==> config.mk <==
export PLATFORM = sky130hd
export DESIGN_NAME = graph_view_ctrl
export DESIGN_NICKNAME = d
export VERILOG_FILES = /design/src/rtl/graph_view_ctrl.sv
export SDC_FILE = /design/constraint.sdc
export NUM_CORES = 1
export LEC_CHECK = 0
export CORE_MARGIN = 4
export CORE_UTILIZATION = 40
export CTS_CLUSTER_DIAMETER = 80
export DETAILED_ROUTE_END_ITERATION = 10
export GPL_ROUTABILITY_DRIVEN = 0
export SYNTH_ARGS = -nofsm -noshare
export SYNTH_HDL_FRONTEND = slang
export SYNTH_SLANG_ARGS = --single-unit
==> constraint.sdc <==
create_clock -name clk -period 6.3 [get_ports clk]
set_clock_uncertainty 0.05 [all_clocks]
set_input_delay 1.26 -clock clk [delete_from_list [all_inputs] [get_ports clk]]
set_output_delay 1.26 -clock clk [all_outputs]
set_load 0.01 [all_outputs]
==> src/rtl/graph_view_ctrl.sv <==
// Button-driven view configuration for the graph/bar pixel datapath; edits land in a pending copy
// and reach the live outputs only on a vsync falling edge. Optional bar auto-sweep: AUTO_SWEEP_EN.
module graph_view_ctrl #(
    parameter int H_CENTER  = 400,
    parameter int V_CENTER  = 240,
    parameter int H_MAX     = 799,
    parameter int V_MAX     = 479,
    parameter int PAN_STEP  = 10,
    parameter int BAR_INIT  = 250,
    parameter int BAR_STEP  = 50,
    parameter int BAR_MAX   = 800,
    parameter int ZOOM_MAX  = 4,
    parameter int NUM_FUNCS = 3
`ifdef AUTO_SWEEP_EN
    ,
    parameter int SWEEP_FRAMES = 30
`endif
) (
    input  logic        clk,
    input  logic        reset,
    input  logic        vsync,
    input  logic        btn_mode,
    input  logic        btn_func,
    input  logic        btn_zoom_in,
    input  logic        btn_zoom_out,
    input  logic        btn_left,
    input  logic        btn_right,
    input  logic        btn_up,
    input  logic        btn_down,
    input  logic        btn_home,
    input  logic        btn_bar,
    output logic        graph_mode,
    output logic [1:0]  func_sel,
    output logic [2:0]  zoom_shift,
    output logic [11:0] x_origin,
    output logic [11:0] y_origin,
    output logic [11:0] bar_len,
    output logic        cfg_update,
    output logic        pending
);

    typedef enum logic [1:0] {IDLE, DIRTY, COMMIT} state_t;
    state_t state, state_nxt;

    logic        vsync_q, frame_start;
    logic        p_graph, n_graph;
    logic [1:0]  p_func, n_func;
    logic [2:0]  p_zoom, n_zoom;
    logic [11:0] p_x, n_x, p_y, n_y, p_bar, n_bar, bar_fin;
    logic [12:0] x_w, y_w;
    logic        press, sweep_hit;

    function automatic logic [11:0] bar_next(input logic [11:0] b);
        logic [12:0] s;
        s = {1'b0, b} + 13'(BAR_STEP);
        return (s > 13'(BAR_MAX)) ? 12'd0 : s[11:0];
    endfunction

    assign frame_start = vsync_q & ~vsync;
    assign pending     = (state == DIRTY);

    // Home beats mode beats everything else; opposing pan/zoom pairs cancel and count as no press.
    always_comb begin
        n_graph = p_graph;
        n_func  = p_func;
        n_zoom  = p_zoom;
        n_x     = p_x;
        n_y     = p_y;
        n_bar   = p_bar;
        x_w     = 13'd0;
        y_w     = 13'd0;
        press   = 1'b0;
        if (btn_home && p_graph) begin
            n_x   = 12'(H_CENTER);
            n_y   = 12'(V_CENTER);
            n_zoom = 3'd0;
            press = 1'b1;
        end else if (btn_mode) begin
            n_graph = ~p_graph;
            press   = 1'b1;
        end else if (p_graph) begin
            if (btn_func) begin
                n_func = (p_func == 2'(NUM_FUNCS - 1)) ? 2'd0 : p_func + 2'd1;
                press  = 1'b1;
            end
            if (btn_zoom_in && !btn_zoom_out) begin
                n_zoom = (p_zoom < 3'(ZOOM_MAX)) ? p_zoom + 3'd1 : p_zoom;
                press  = 1'b1;
            end else if (btn_zoom_out && !btn_zoom_in) begin
                n_zoom = (p_zoom != 3'd0) ? p_zoom - 3'd1 : p_zoom;
                press  = 1'b1;
            end
            if (btn_left && !btn_right) begin
                x_w   = {1'b0, p_x} - 13'(PAN_STEP);
                n_x   = x_w[12] ? 12'd0 : x_w[11:0];
                press = 1'b1;
            end else if (btn_right && !btn_left) begin
                x_w   = {1'b0, p_x} + 13'(PAN_STEP);
                n_x   = (x_w > 13'(H_MAX)) ? 12'(H_MAX) : x_w[11:0];
                press = 1'b1;
            end
            if (btn_up && !btn_down) begin
                y_w   = {1'b0, p_y} - 13'(PAN_STEP);
                n_y   = y_w[12] ? 12'd0 : y_w[11:0];
                press = 1'b1;
            end else if (btn_down && !btn_up) begin
                y_w   = {1'b0, p_y} + 13'(PAN_STEP);
                n_y   = (y_w > 13'(V_MAX)) ? 12'(V_MAX) : y_w[11:0];
                press = 1'b1;
            end
        end else if (btn_bar) begin
            n_bar = bar_next(p_bar);
            press = 1'b1;
        end
    end

`ifdef AUTO_SWEEP_EN
    logic       bar_press;
    logic [7:0] sweep_cnt;
    assign bar_press = btn_bar & ~p_graph & ~btn_mode;
    assign sweep_hit = frame_start & ~p_graph & (sweep_cnt == 8'(SWEEP_FRAMES - 1));
    assign bar_fin   = (sweep_hit && !bar_press) ? bar_next(p_bar) : n_bar;

    always_ff @(posedge clk or posedge reset) begin
        if (reset)                       sweep_cnt <= 8'd0;
        else if (bar_press || sweep_hit) sweep_cnt <= 8'd0;
        else if (frame_start && !p_graph) sweep_cnt <= sweep_cnt + 8'd1;
    end
`else
    assign sweep_hit = 1'b0;
    assign bar_fin   = n_bar;
`endif

    always_comb begin
        state_nxt = state;
        case (state)
            IDLE:    if (sweep_hit) state_nxt = COMMIT;
                     else if (press) state_nxt = DIRTY;
            DIRTY:   if (frame_start) state_nxt = COMMIT;
            COMMIT:  state_nxt = (press || sweep_hit) ? DIRTY : IDLE;
            default: state_nxt = IDLE;
        endcase
    end

    // Live copies take the pending value held before this cycle's presses are folded in.
    always_ff @(posedge clk or posedge reset) begin
        if (reset) begin
            state      <= IDLE;
            vsync_q    <= 1'b1;
            p_graph    <= 1'b0;
            p_func     <= 2'd0;
            p_zoom     <= 3'd0;
            p_x        <= 12'(H_CENTER);
            p_y        <= 12'(V_CENTER);
            p_bar      <= 12'(BAR_INIT);
            graph_mode <= 1'b0;
            func_sel   <= 2'd0;
            zoom_shift <= 3'd0;
            x_origin   <= 12'(H_CENTER);
            y_origin   <= 12'(V_CENTER);
            bar_len    <= 12'(BAR_INIT);
            cfg_update <= 1'b0;
        end else begin
            state      <= state_nxt;
            vsync_q    <= vsync;
            p_graph    <= n_graph;
            p_func     <= n_func;
            p_zoom     <= n_zoom;
            p_x        <= n_x;
            p_y        <= n_y;
            p_bar      <= bar_fin;
            cfg_update <= (state == COMMIT);
            if (state == COMMIT) begin
                graph_mode <= p_graph;
                func_sel   <= p_func;
                zoom_shift <= p_zoom;
                x_origin   <= p_x;
                y_origin   <= p_y;
                bar_len    <= p_bar;
            end
        end
    end

endmodule
==> results.md, run 1 <==
- Status: finished clean
- Clk slew on worst S/H paths: 0.06 ns
- Core ar.: 0.0122 sq mm
- Final hold vios: 0
- Hold-fix buffers at CTS: 0
- Synth cell types: 61
- Worst-Margin Slew: 0.956 ns
- Min-delay worst type: reg2reg
- Max Cap Violations: 0
- Mean area per synthesized cell: 9.02 sq um
- Vias in the first global route: 4116
- Initial DRC Count: 488
- Yosys reg bits: 86
- Reg2reg setup slack: 3.22 ns
- Vias per cell: 5.70
- # DRC: 0
- Slew HR: 36.1%
- Commonest non-fill, non-tap cell in the layout: dfrtp_1
- I/O pin count: 57
- Reg2reg path depth: 7
- # H-tree levels: 3
- CTS sink cnt: 86
- Clock root buffer: clkbuf_16
- Setup crit end kind: register
- Pwr per Cell Area: 369 mW/mm^2
- Input/output buffers: 55
- Setup TNS: 0 ns
- Num rows: 40
- Yosys synthesis warning count: 0
- # nets final: 609
- Overflow after GRT: 0
- Post-CTS Setup Inserts: 0
- Setup crit end: p_x[5]$_DFFE_PP0P_
- Wire length of the first global-routing pass: 21200 microns
- DRT Pass-1 Iters: 6
- Startpoint Class: primary input
- Fmax: 318 MHz
- VDD IR max: 0.146 mV
- Total CTS buffers: 9
- Share of cells above drive strength 1: 12.5%
- Tcrit/Tclk final: 49.9%
- Worst Setup SP: btn_mode
- Post-Route WL: 12600 microns
- Syn-to-layout area delta: 17.6%
- Post-detailed-route wirelength per cell: 16.6 microns
- ANT cells: 0
- Die area: 0.0145 sq mm
- Hold slack: 0.426 ns
- Slew Viols, Final: 0
- Asr flop ratio synth: 100%
- Largest net degree at the start of global routing: 58
- Top FF cell, synth: dfrtp_1
- Initial antenna violation count: 0
- DP Wirelength: 9080 microns
- Crit Path Max Fanout: 12
- GRT Overall Usage: 18.1%
- Delay of the slowest cell on the worst path: 0.50 ns
- P_leak: 2.36 nW
- Most frequent cells in the layout: dfrtp_1 (59), nand2_1 (56), clkdlybuf4s50_1 (55), o21ai_0 (52), nor2_1 (45)
- CP max-delay cell: clkdlybuf4s50_1
- Syn Std Cell Area: 0.00504 sq mm
- Final setup fails: 0
- Final Util: 48.8%
- Syn Nets: 580
- Data required, critical path: 6.51 ns
- RSZ-0062 raised after global routing: false
- Final ANT Viol Nets: 0
- Die X: 120 microns
- Post-CTS resize count: 0
- Critical Path, Cell by Cell: clkdlybuf4s50_1 > nor2b_1 > nand2_1 > a211o_1 > a21oi_1 > nand3_1 > a31oi_1
- Clk buf depth: 2
- Starting Density: 41.5%
- Critical path type: in2reg
- WP data arrival: 3.36 ns
- Die Height: 120 microns
- Reg2reg end: p_bar[4]$_DFFE_PP1P_
- Cells after Synth: 559
- Vias: 4338
- R2R Path Start: p_bar[2]$_DFFE_PP0P_
- Clk_lat worst skew: 0.34 ns
- Post-synth EDFFs: 0
- CTS tree: done
- Register area share after synthesis: 43.3%
- Post-layout min period: 3.15 ns
[worst min-delay path by stage]
stage | start | to | slack (ns) | cells past startpoint
after floorplan | p_bar[11]$_DFFE_PP0P_ | p_bar[11]$_DFFE_PP0P_ | 0.42 | 1
after global placement | zoom_shift[2]$_DFFE_PP0P_ | zoom_shift[2]$_DFFE_PP0P_ | 0.41 | 2
after detailed placement | zoom_shift[2]$_DFFE_PP0P_ | zoom_shift[2]$_DFFE_PP0P_ | 0.42 | 2
after CTS | y_origin[8]$_DFFE_PP0P_ | y_origin[8]$_DFFE_PP0P_ | 0.43 | 2
after global routing | x_origin[6]$_DFFE_PP0P_ | x_origin[6]$_DFFE_PP0P_ | 0.46 | 2
final | zoom_shift[2]$_DFFE_PP0P_ | zoom_shift[2]$_DFFE_PP0P_ | 0.43 | 2
[stage by stage]
stage / cells / instance area (sq um) / total power [mW] / setup WS, ns
floorplan: 559 / 5040 / 1.40 / 2.81
CTS: 761 / 5930 / 2.20 / 3.22
detailed placement: 745 / 5660 / 1.70 / 2.83
global route: 761 / 5930 / 2.34 / 2.92
finish: 761 / 5930 / 2.19 / 3.15
global placement: 745 / 5660 / 1.68 / 2.90
[critical path: cells and delay by family]
family / cells / cell delay (ns)
buffers and inverters: 1 / 0.50
and+or+nand+nor: 3 / 0.77
AOI/OAI and AO/OA: 3 / 0.82
[logic make-up (layout without fill, tap and decap cells)]
family	Yosys count	after routing	share of synthesized area (%)
buf+inv	61	95	4.94
flops	86	86	43.3
other cells	1	1	0.0743
xor+xnor	18	18	3.12
mux	28	28	6.20
simple gates	199	199	19.4
fa+ha+maj	8	8	2.13
compound gates	158	158	20.8
[report_power, final]
part           internal, mW  total, mW  leakage, nW  switching [mW]
combinational         0.369      0.746         1.16           0.377
sequential            0.752      0.945         1.07           0.193
clock                 0.289      0.495        0.134           0.206
total                  1.41       2.19         2.36           0.777
[registers in the layout, indices dropped and copies added (netlist names), 3 cells and up]
signal and count:
p_x 12, bar_len 11, p_bar 11, x_origin 12, p_zoom 3, y_origin 12
zoom_shift 3, p_y 12
[synthesized netlist by cell type, types with 3 or more instances]
cell / number / area (sq um)
o21ai_0: 52 / 260
a31oi_1: 8 / 50.1
o21a_1: 5 / 37.5
nor3_1: 16 / 80.1
a211oi_1: 5 / 37.5
a32oi_1: 3 / 26.3
a211o_1: 4 / 35.0
buf_2: 4 / 20.0
dfstp_2: 27 / 709
ha_1: 7 / 87.6
nor4_1: 7 / 43.8
clkbuf_1: 30 / 113
a22o_1: 3 / 26.3
o211ai_1: 14 / 105
a41oi_1: 3 / 26.3
or4_1: 3 / 22.5
a21o_1: 6 / 45.0
inv_1: 22 / 82.6
o41ai_1: 4 / 35.0
xnor2_1: 11 / 96.3
nor2b_1: 12 / 75.1
mux2_2: 26 / 293
a22oi_1: 6 / 45.0
nand2_1: 56 / 210
or3_1: 7 / 43.8
nor3b_1: 4 / 30.0
nor2_1: 45 / 169
xor2_1: 7 / 61.3
nand3_1: 12 / 60.1
and2_1: 8 / 50.1
a311oi_1: 4 / 35.0
dfrtp_1: 59 / 1480
nand2b_1: 12 / 75.1
a21oi_1: 22 / 110
nand4_1: 9 / 56.3
[layer usage]
metal	routed length, microns	vias to the layer above	GRT usage (%)
met5	0	-	0
met4	218	0	6.94
met3	836	20	2.76
met2	5530	189	27.2
met1	6040	2058	26.4
li1	-	2071	-
[layout make-up]
class                           count  area, sq um
Clock inverter                      1         5.00
Tap cell                          168          210
Inverter                           22         83.8
Timing Repair Buffer               57          566
Fill cell                        1155         6230
Multi-Input combinational cell    412         2610
Sequential cell                    86         2190
Clock buffer                       15          268
(Power assumes the default switching activity.)
==> inputs of run 2 (changes only) <==
Clock period 6.3 ns to 3 ns, I/O delays scaled along.
==> run 2 against run 1 <==
Compared with the run above: core utilization is 1.0 points higher; register-to-register slack worse by 3.0 ns; flip-flop and latch count is the same; sequential share of layout area decreased by 0.75 points; hold slack gained 0.0020 ns; via count is 0.48% higher; largest power group unchanged.
==> results.md, run 2 (synthesis results as in run 1) <==
- Commonest non-fill, non-tap cell in the layout: dfrtp_1
- Vias: 4359
- Met3 WL: 690 microns
- # DRC: 0
- CTS tree: done
- Fin cells: 773
- R2R Path Start: p_x[2]$_DFFE_PP0P_
- Most frequent cells in the layout: dfrtp_1 (59), nand2_1 (56), clkdlybuf4s50_1 (55), o21ai_0 (52), nor2_1 (45)
- CP max-delay cell: dfrtp_1
- Initial DRC Count: 392
- Die Height: 120 microns
- Die area: 0.0145 sq mm
- Min-delay worst type: reg2reg
- Setup crit end: p_x[3]$_DFFE_PP0P_
- Core ar.: 0.0122 sq mm
- Setup TNS: 0 ns
- Crit Path Max Fanout: 10
- Critical Path, Cell by Cell: ha_1 > or3_1 > a2111oi_2 > o22ai_1 > o21a_1 > o41ai_1 > o21ai_0
- Num rows: 40
- FF/Latch Area: 0.00219 sq mm
- DP Wirelength: 9140 microns
- Post-layout min period: 2.76 ns
- Tcrit/Tclk final: 92.1%
- Reg2reg setup slack: 0.24 ns
- Vias per cell: 5.64
- Post-CTS Setup Inserts: 0
- Slew HR: 26.7%
- Post-detailed-route wirelength per cell: 16.4 microns
- Final Util: 49.8%
- RSZ-0062 raised after global routing: false
- Initial antenna violation count: 0
- Fmax: 362 MHz
- Clk_lat worst skew: 0.35 ns
- Clock root buffer: clkbuf_16
- Dpl cells: 757
- Clk buf depth: 2
- Fillcell total: 1144
- Worst path top cell family by delay: compound AO/OA/AOI/OAI gates
- Input/output buffers: 55
- Reg2reg end: p_x[3]$_DFFE_PP0P_
- Die X: 120 microns
- WP depth: 7
- ANT cells: 0
- Post-Route WL: 12700 microns
- Multi-input logic area: 0.00261 sq mm
- Overflow after GRT: 0
- Vias in the first global route: 4090
- Max Used Layer: met4
- GRT Overall Usage: 18.2%
- Critical path type: reg2reg
- Final ANT Viol Nets: 0
- Worst Path Buf+Inv: 0
- Largest net degree at the start of global routing: 53
- Worst-Margin Slew: 1.10 ns
- Wl on met1: 6080 microns
- I/O pin count: 57
- Met2 WL: 5700 microns
- Reg2reg path depth: 7
- DRT Pass-1 Iters: 5
- Status: finished clean
- Hold-fix buffers at CTS: 0
- Share of cells above drive strength 1: 14.7%
- # nets final: 621
- Total CTS buffers: 9
- Wire length of the first global-routing pass: 21300 microns
- Clk slew on worst S/H paths: 0.07 ns
- Starting Density: 41.5%
- CTS sink cnt: 86
- P_leak: 2.43 nW
- # H-tree levels: 3
- Setup crit end kind: register
- Slew Viols, Final: 0
- Delay of the slowest cell on the worst path: 0.49 ns
- VDD IR max: 0.261 mV
- Max Cap Violations: 0
- Startpoint Class: register
- Pwr per Cell Area: 775 mW/mm^2
- Final hold vios: 0
- Worst Setup SP: p_x[2]$_DFFE_PP0P_
- Final setup fails: 0
- Post-CTS resize count: 0
- Syn-to-layout area delta: 20.0%
- Data required, critical path: 3.15 ns
- WP data arrival: 2.91 ns
-- run 2: report_power, final --
group / switching (mW) / leakage [nW] / internal [mW]
Combinational: 0.796 / 1.22 / 0.803
Clock: 0.472 / 0.138 / 0.644
Sequential: 0.397 / 1.07 / 1.58
-- run 2: through the flow --
| step | total power [mW] | worst slack, ns | instance area, sq um | hold slack [ns] |
|---|---|---|---|---|
| floorplan | 2.93 | 0.173 | 5040 | 0.423 |
| global placement | 3.55 | 0.304 | 5760 | 0.415 |
| detailed placement | 3.59 | 0.235 | 5760 | 0.421 |
| CTS | 4.73 | 0.270 | 6050 | 0.435 |
| global route | 5.02 | 0.0386 | 6050 | 0.455 |
| finish | 4.69 | 0.238 | 6050 | 0.428 |
-- run 2: worst min-delay path by stage --
stage	from	endpoint	slack, ns	depth (start not counted)
3_3_place_gp	zoom_shift[1]$_DFFE_PP0P_	zoom_shift[1]$_DFFE_PP0P_	0.42	2
5_1_grt	y_origin[5]$_DFFE_PP1P_	y_origin[5]$_DFFE_PP1P_	0.46	2
2_1_floorplan	p_bar[11]$_DFFE_PP0P_	p_bar[11]$_DFFE_PP0P_	0.42	1
3_5_place_dp	x_origin[6]$_DFFE_PP0P_	x_origin[6]$_DFFE_PP0P_	0.42	2
4_1_cts	x_origin[6]$_DFFE_PP0P_	x_origin[6]$_DFFE_PP0P_	0.44	2
6_report	x_origin[6]$_DFFE_PP0P_	x_origin[6]$_DFFE_PP0P_	0.43	2
-- run 2: tightest hold or removal path, cell delays in order, from the launching register on --
cell,delay (ns)
dfrtp_1,0.34
nand2_1,0.05
o21ai_0,0.06
-- run 2: area by class of cell --
type                       instances  share of cell area [%]
sequential                        86                    36.1
clock inverter                     6                    1.05
tap                              168                    3.47
timing repair buffer              69                    11.0
clock buffer                      10                    3.78
inverter                          22                    1.38
multi-input combinational        412                    43.2
-- run 2: per-layer routing --
metal / GRT usage, % / vias to the layer above
met2: 27.4 / 137
met4: 6.66 / 0
met1: 26.3 / 2102
met3: 3.18 / 19
met5: 0 / -
li1: - / 2101
==> inputs of run 3 (changes only) <==
Settings changed: GPL_TIMING_DRIVEN from default to 0, REMOVE_ABC_BUFFERS from default to 1.
==> run 3 against run 2 <==
Compared with the run above: via count shrank 2.3%; maximum frequency shrank 1.3%; cell area shrank 0.95%; core utilization shrank 0.47 points; wire length shrank 4.7%; sequential power is essentially flat; count of clock-buffer cells in the layout shrank 1; sequential share of layout area grew 0.35 points; total power shrank 2.2%; largest cell class unchanged; largest power group unchanged; highest routed layer unchanged.
==> results.md, run 3 (synthesis results as in run 1) <==
- Vias in the first global route: 4023
- Setup crit end: p_x[2]$_DFFE_PP0P_
- Clk buf depth: 2
- DRT Pass-1 Iters: 5
- Reg2reg path depth: 7
- Sequential power share: 42.9%
- Startpoint Class: register
- Clock root buffer: clkbuf_16
- Post-Route WL: 12100 microns
- Vias per cell: 5.58
- I/O pin count: 57
- NetSw: 1.66 mW
- Gate power share: 34.5%
- Critical Path, Cell by Cell: ha_1 > or3_1 > a2111oi_2 > o22ai_1 > o21a_1 > or4_1 > a22o_1
- Starting Density: 41.5%
- GRT Overall Usage: 17.3%
- Setup TNS: 0 ns
- Delay of the slowest cell on the worst path: 0.49 ns
- Commonest non-fill, non-tap cell in the layout: dfrtp_1
- Reg2reg setup slack: 0.20 ns
- Worst-Margin Slew: 0.860 ns
- Tcrit/Tclk final: 93.3%
- WP data arrival: 2.98 ns
- Post-layout min period: 2.80 ns
- Overflow after GRT: 0
- Setup crit end kind: register
- Core ar.: 0.0122 sq mm
- VDD IR max: 0.296 mV
- Clk slew on worst S/H paths: 0.06 ns
- Dpl cells: 745
- Switch share: 36.2%
- CTS tree: done
- Die Height: 120 microns
- Input/output buffers: 55
- CTS sink cnt: 86
- Total CTS buffers: 9
- Hold-fix buffers at CTS: 0
- # nets final: 611
- Syn-to-layout area delta: 18.8%
- DP Wirelength: 8600 microns
- Share of cells above drive strength 1: 13.4%
- Post-detailed-route wirelength per cell: 15.8 microns
- Slew HR: 42.5%
- Data required, critical path: 3.18 ns
- Num rows: 40
- Fmax: 357 MHz
- Die X: 120 microns
- ANT cells: 0
- Power Internal: 2.92 mW
- Vias: 4258
- Min-delay worst type: reg2reg
- R2R Path Start: p_x[1]$_DFFE_PP0P_
- # DRC: 0
- Pwr per Cell Area: 765 mW/mm^2
- Fin cells: 763
- Clk_lat worst skew: 0.34 ns
- CP max-delay cell: dfrtp_1
- Max Cap Violations: 0
- P_leak: 2.38 nW
- # H-tree levels: 3
- Final Util: 49.3%
- Clock network power share: 22.5%
- Reg2reg end: p_x[2]$_DFFE_PP0P_
- Multi-input logic area: 0.00263 sq mm
- Slew Viols, Final: 0
- Pre-CTS setup slack: -0.158 ns
- Initial DRC Count: 340
- Final worst slack: 0.200 ns
- Status: finished clean
- Crit Path Max Fanout: 11
- Wire length of the first global-routing pass: 20300 microns
- Final ANT Viol Nets: 0
- Most frequent cells in the layout: dfrtp_1 (59), nand2_1 (56), clkdlybuf4s50_1 (55), o21ai_0 (52), nor2_1 (45)
- Initial antenna violation count: 0
- RSZ-0062 raised after global routing: false
- Worst Setup SP: p_x[1]$_DFFE_PP0P_
- Critical path type: reg2reg
- FF/Latch Area: 0.00219 sq mm
- Final setup fails: 0
- Final hold vios: 0
- Fillcell total: 1148
- Largest net degree at the start of global routing: 52
- Die area: 0.0145 sq mm
==> run 3: changes by cell type in the layout (fill, tap and decap cells not counted), sizes merged <==
cell      previous run  this run
buf                 14         4
bufinv               1         0
clkbuf              10         9
clkinv               4         2
inv                 21        22
clkinvlp             2         5
==> run 3: per-layer routing <==
metal	global-route usage [%]	part of all wire, %
met1	24.8	48
met2	26.2	44
met3	2.76	5.7
met4	6.44	1.9
met5	0	0
==> run 3: stage by stage <==
step	area [sq um]	hold slack [ns]	power [mW]
floorplan	4880	0.423	2.87
global placement	5640	0.411	3.48
detailed placement	5690	0.422	3.55
CTS	5980	0.432	4.63
global route	6000	0.445	4.89
finish	6000	0.426	4.59
==> run 3: final cells by class <==
class                   instances  share of cell area (%)
repair buffers                 59                    10.2
inverters                      22                    1.42
flip-flops and latches         86                    36.5
clock inverters                 7                   0.856
multi-input cells             412                    43.8
clock buffers                   9                    3.76
well taps                     168                    3.51
==> run 3: critical path, delay by kind of cell (launching register included) <==
kind            cells  cell delay, ns
compound gates      4            0.97
fa+ha+maj           1            0.36
flops               1            0.49
simple gates        2            0.82
==> run 3: worst min-delay path by stage <==
| stage | slack, ns | depth (start not counted) | start | end |
|---|---|---|---|---|
| final | 0.43 | 2 | y_origin[0]$_DFFE_PP0P_ | y_origin[0]$_DFFE_PP0P_ |
| after global routing | 0.45 | 2 | y_origin[5]$_DFFE_PP1P_ | y_origin[5]$_DFFE_PP1P_ |
| after CTS | 0.43 | 2 | bar_len[3]$_DFFE_PP1P_ | bar_len[3]$_DFFE_PP1P_ |
| after detailed placement | 0.42 | 2 | y_origin[0]$_DFFE_PP0P_ | y_origin[0]$_DFFE_PP0P_ |
| after global placement | 0.41 | 2 | bar_len[8]$_DFFE_PP0P_ | bar_len[8]$_DFFE_PP0P_ |
| after floorplan | 0.42 | 1 | p_bar[11]$_DFFE_PP0P_ | p_bar[11]$_DFFE_PP0P_ |
==> run 3: repair_timing <==
item | in CTS | in global routing
resized for setup | 1 | 0
setup buffers | 0 | 2
endpoints found under the setup margin | 6 | 3
pin swaps | 0 | 1
==> run 3: power groups by stage <==
| stage | logic (mW) | registers (mW) | clock network [mW] |
|---|---|---|---|
| finish | 1.58 | 1.97 | 1.03 |
| global route | 1.74 | 2.03 | 1.12 |
| CTS | 1.59 | 1.97 | 1.07 |
| detailed placement | 1.56 | 1.99 | 0 |
| global placement | 1.52 | 1.97 | 0 |
| floorplan | 0.899 | 1.97 | 0 |
